===== src/rtl/sap_ctrl_seq.sv =====
// sap_ctrl_seq: SAP-1 controller-sequencer.
// A one-hot T1..T6 ring runs fetch then execute for each instruction, and the
// current state plus the IR opcode are decoded into the datapath control word.
// Also owns the one-cycle synchronous clr pulse that follows reset release.
// Optional build macro SAP_EARLY_END_EN: the ring returns to T1 right after
// the last useful state of each instruction instead of always using six states.
module sap_ctrl_seq (
   input  logic       clk,
   input  logic       nclr,
   input  logic [3:0] opcode,
   output logic       clr,
   output logic       Cp,
   output logic       Ep,
   output logic       nLm,
   output logic       nCE,
   output logic       nLi,
   output logic       nEi,
   output logic       nLa,
   output logic       Ea,
   output logic       Su,
   output logic       Eu,
   output logic       nLb,
   output logic       nLo,
   output logic [5:0] t_state,
   output logic       hlt
);

   localparam logic [3:0] OP_LDA = 4'h0;
   localparam logic [3:0] OP_ADD = 4'h1;
   localparam logic [3:0] OP_SUB = 4'h2;
   localparam logic [3:0] OP_OUT = 4'hE;
   localparam logic [3:0] OP_HLT = 4'hF;

   // The ring encoding doubles as the t_state output; all-zero marks halt.
   typedef enum logic [5:0] {
      HALT = 6'b000000,
      T1   = 6'b000001,
      T2   = 6'b000010,
      T3   = 6'b000100,
      T4   = 6'b001000,
      T5   = 6'b010000,
      T6   = 6'b100000
   } tState_e;

   tState_e state_q, state_d;
   logic    clr_q;
   logic    hlt_q, hlt_d;

`ifdef SAP_EARLY_END_EN
   logic opKnown;
   assign opKnown = (opcode == OP_LDA) || (opcode == OP_ADD) || (opcode == OP_SUB) ||
                    (opcode == OP_OUT) || (opcode == OP_HLT);
`endif

   // Ring, halt flag and clr pulse; reset aborts any instruction immediately.
   always_ff @(posedge clk or negedge nclr) begin
      if (!nclr) begin
         state_q <= T1;
         clr_q   <= 1'b1;
         hlt_q   <= 1'b0;
      end else begin
         state_q <= state_d;
         clr_q   <= 1'b0;
         hlt_q   <= hlt_d;
      end
   end

   // Next ring state: hold T1 during the clr cycle, freeze once halted, and
   // send any illegal encoding back to T1.
   always_comb begin
      state_d = state_q;
      hlt_d   = hlt_q;
      if (clr_q) begin
         state_d = T1;
      end else if (hlt_q) begin
         state_d = HALT;
      end else begin
         case (state_q)
            T1: state_d = T2;
            T2: state_d = T3;
`ifdef SAP_EARLY_END_EN
            T3: state_d = opKnown ? T4 : T1;
`else
            T3: state_d = T4;
`endif
            T4: begin
               if (opcode == OP_HLT) begin
                  state_d = HALT;
                  hlt_d   = 1'b1;
`ifdef SAP_EARLY_END_EN
               end else if (opcode == OP_OUT) begin
                  state_d = T1;
`endif
               end else begin
                  state_d = T5;
               end
            end
`ifdef SAP_EARLY_END_EN
            T5: state_d = (opcode == OP_LDA) ? T1 : T6;
`else
            T5: state_d = T6;
`endif
            T6: state_d = T1;
            default: state_d = T1;
         endcase
      end
   end

   // Control word decode; everything stays inactive during clr and halt.
   always_comb begin
      Cp  = 1'b0;
      Ep  = 1'b0;
      Ea  = 1'b0;
      Su  = 1'b0;
      Eu  = 1'b0;
      nLm = 1'b1;
      nCE = 1'b1;
      nLi = 1'b1;
      nEi = 1'b1;
      nLa = 1'b1;
      nLb = 1'b1;
      nLo = 1'b1;
      if (!clr_q && !hlt_q) begin
         case (state_q)
            T1: begin
               Ep  = 1'b1;
               nLm = 1'b0;
            end
            T2: Cp = 1'b1;
            T3: begin
               nCE = 1'b0;
               nLi = 1'b0;
            end
            T4: begin
               if ((opcode == OP_LDA) || (opcode == OP_ADD) || (opcode == OP_SUB)) begin
                  nEi = 1'b0;
                  nLm = 1'b0;
               end else if (opcode == OP_OUT) begin
                  Ea  = 1'b1;
                  nLo = 1'b0;
               end
            end
            T5: begin
               if (opcode == OP_LDA) begin
                  nCE = 1'b0;
                  nLa = 1'b0;
               end else if ((opcode == OP_ADD) || (opcode == OP_SUB)) begin
                  nCE = 1'b0;
                  nLb = 1'b0;
               end
            end
            T6: begin
               if ((opcode == OP_ADD) || (opcode == OP_SUB)) begin
                  Eu  = 1'b1;
                  nLa = 1'b0;
                  Su  = (opcode == OP_SUB);
               end
            end
            default: ;
         endcase
      end
   end

   assign clr     = clr_q;
   assign hlt     = hlt_q;
   assign t_state = state_q;

endmodule

===== config.mk =====
export PLATFORM = sky130hd
export DESIGN_NAME = sap_ctrl_seq
export DESIGN_NICKNAME = d
export VERILOG_FILES = /design/src/rtl/sap_ctrl_seq.sv
export SDC_FILE = /design/constraint.sdc
export NUM_CORES = 1
export LEC_CHECK = 0
export BUFFER_PORTS_ARGS = -buffer_cell sky130_fd_sc_hd__buf_2
export CAP_MARGIN = 25
export CORE_AREA = 2 2 39 41
export CTS_CLUSTER_DIAMETER = 120
export DETAILED_ROUTE_END_ITERATION = 12
export DIE_AREA = 0 0 41 43
export PLACE_DENSITY = 0.69
export SKIP_CTS_REPAIR_TIMING = 1
export SLEW_MARGIN = 20
export SYNTH_ARGS = -nofsm -noshare
export SYNTH_HDL_FRONTEND = slang
export SYNTH_SLANG_ARGS = --single-unit
export TNS_END_PERCENT = 20

===== constraint.sdc =====
create_clock -name clk -period 2.8 [get_ports clk]
set_clock_uncertainty 0.2 [all_clocks]
set_input_delay 0.28 -clock clk [delete_from_list [all_inputs] [get_ports clk]]
set_output_delay 0.28 -clock clk [all_outputs]
set_load 0.005 [all_outputs]

==> run_results.csv <==
group,metric,value,unit
placement,portBuffers,25,
placement,placed_area,691,um^2
cells_and_area,final_nets,91,
global_route,grtUsageTotal,0.162,
worst_setup_path,cp_num_buf_inv,1,
timing,period_share,0.770,
cells_and_area,design_area,723,um^2
logic_synthesis,synth_ff_type,"dfrtp_1",
power,ir_drop,0.000192,V
logic_synthesis,synthesis.area,551,um^2
logic_synthesis,synth_seq_area_share,0.368,
floorplan,die_h,43,um
clocking,clk_latency,0.25,ns
route,wl_met3,59,um
route,drt_iter0_markers,16,
timing,setup_viol,0,
logic_synthesis,postSynthCellCount,55,
logic_synthesis,yosys-top-cells-count,"dfrtp_1 (6), inv_1 (4)",
worst_hold_path,hold_path_class,"input pin to flip-flop",
worst_setup_path,worst_ep_required_time,2.32,ns
floorplan,dieWidth,41,um
global_route,grt_pass1_wl,1950,um
worst_setup_path,crit_chain,"nor2_2 > nand4b_1 > or3b_1 > buf_2",
power,finalPower,231,uW
logic_synthesis,synthTopCellsByArea,"dfrtp_1 (27%), dfstp_2 (9.5%), nor3b_2 (6.8%), xnor2_1 (4.8%), nor4bb_1 (3.6%)",
timing,finalSetupTns,0,ns
route,wire_per_inst,13.2,um
logic_synthesis,synth.most_common_cell,"dfrtp_1",
route,via_per_inst,5.35,
clocking,cts_tree,"built",
global_route,antenna_found_initial,0,
timing,setup_ws,0.645,ns
timing,hold_ws,0.113,ns
worst_setup_path,crit_type,"flip-flop to output port",
timing,hold_viol,0,
worst_setup_path,start_kind,"flip-flop",
route,num_vias,530,
clocking,clk_pin_slew_worst_paths,0.05,ns
worst_setup_path,endpoint_kind,"output port",
floorplan,io_pins,26,
worst_setup_path,crit_arrival,1.68,ns
power,p_leak,0.321,nW
route,dr.pass1.iters,4,
logic_synthesis,async_flop_share,1.00,
placement,place.gp.congestion,0.802,
cells_and_area,syn_to_final_growth,31.4,%
logic_synthesis,ys_ff_latch,8,
worst_setup_path,critPathSlowestCell,"dfrtp_1",
worst_setup_path,r2r-start,"t_state[0]$_DFF_PN1_",
logic_synthesis,yosysUniqueCellTypes,31,
power,p_per_area,319,nW/um^2
logic_synthesis,syn_nets,61,
cells_and_area,n_antenna_cell,0,
clocking,clkSinkCount,8,
timing,drv_slew,0,
worst_setup_path,critical_path.top_delay_family,"simple AND/OR/NAND/NOR gates",
run,maxCapViolCount,0,
worst_setup_path,cp-startpoint,"t_state[2]$_DFF_PN0_",
clocking,cts.htree.levels,1,
route,met1Wirelength,600,um
worst_setup_path,cp_max_fo,6,
route,met2RoutedLength,635,um
clocking,cts_made_buffers,3,
logic_synthesis,synth-edff-count,0,
floorplan,coreArea,1380,um^2
route,drt-total-wl,1310,um
placement,dp_hpwl,1010,um
clocking,cts_buffer_depth,2,
cells_and_area,drive_gt1_frac,0.470,
floorplan,initial_core_util,0.398,
global_route,grt_pass1_vias,465,
route,top_layer_used,"met4",
route,drc,0,
floorplan,rows,14,
worst_setup_path,critical-path-max-stage-delay,0.44,ns
outcome,status,"finished clean",
placement,place_ws,0.901,ns
global_route,grt.overflow.total,0,
floorplan,die-area,1760,um^2
logic_synthesis,syn_avg_cell_area,10.0,um^2
logic_synthesis,yosys_warnings,0,
clocking,cts.root.buffer_cell,"clkbuf_4",
logic_synthesis,yosysTopAreaCellShare,0.273,
worst_hold_path,hold_start,"opcode[3]",
timing,max_freq,464,MHz
global_route,grt_max_degree,9,
timing,rsz0062_at_grt,"false",
route,antenna_left,0,
logic_synthesis,yosysTopAreaCell,"dfrtp_1",
timing,period_minus_slack,2.16,ns
cell families (layout without fill, tap and decap cells):
kind of cell / after synthesis / count (layout) / synth area share
AOI/OAI and AO/OA: 7 / 7 / 0.118
xor gates and xnor gates: 3 / 3 / 0.0477
buffers and inverters: 5 / 33 / 0.0363
DFF: 8 / 8 / 0.368
other: 1 / 1 / 0.00681
and+or+nand+nor: 31 / 31 / 0.423
area by class of cell:
type | count | area, um^2
Clock buffer | 3 | 22.5
Fill cell | 143 | 661
Inverter | 4 | 15.0
Multi-Input combinational cell | 42 | 328
Sequential cell | 8 | 203
Tap cell | 16 | 20.0
Timing Repair Buffer | 26 | 135
per-stage QoR:
step                 util  std cells
floorplan               -         55
global placement    0.499         95
detailed placement  0.499         95
CTS                 0.515         98
global route        0.523         99
finish              0.523         99
layer usage:
metal | global-route usage | up-vias
li1 | - | 267
met1 | 0.236 | 243
met2 | 0.219 | 18
met3 | 0.0262 | 2
met4 | 0.0933 | 0
met5 | 0 | -
placed cells by master, fill, tap and decap left out, types with 2 or more instances in the layout:
master / n
nor2_1: 2
nor3_1: 3
inv_1: 4
nor3b_2: 3
clkbuf_4: 3
nand4_1: 3
dfstp_2: 2
nor2b_1: 2
buf_2: 25
dfrtp_1: 6
nor4bb_1: 2
nand3_1: 2
nor2_2: 2
and2_1: 2
xnor2_1: 3
o211ai_1: 2
registers in the layout, indices dropped and copies added, names as in the netlist:
name / cells
t_state: 6
clr: 1
hlt: 1
where the power goes:
part	switching [mW]	leakage, nW	internal, mW
Combinational	0.0131	0.208	0.00948
Sequential	0.00308	0.0997	0.119
Clock	0.0374	0.0138	0.0489
Total	0.0536	0.321	0.177
path summary, 6_finish.rpt:
| kind | end | slack [ns] | depth (start not counted) |
|---|---|---|---|
| worst max register to register | t_state[0]$_DFF_PN1_ | 1.35 | 2 |
| worst min register to register | t_state[0]$_DFF_PN1_ | 0.33 | 2 |
| min in group asynchronous | hlt$_DFFE_PN0N_ | 0.21 | 2 |
| max in group asynchronous | t_state[0]$_DFF_PN1_ | 1.95 | 2 |
| worst max-delay path | nLb | 0.64 | 4 |
| worst min-delay path | t_state[4]$_DFF_PN0_ | 0.11 | 2 |
No activity file was read; power rests on OpenSTA's default activity.
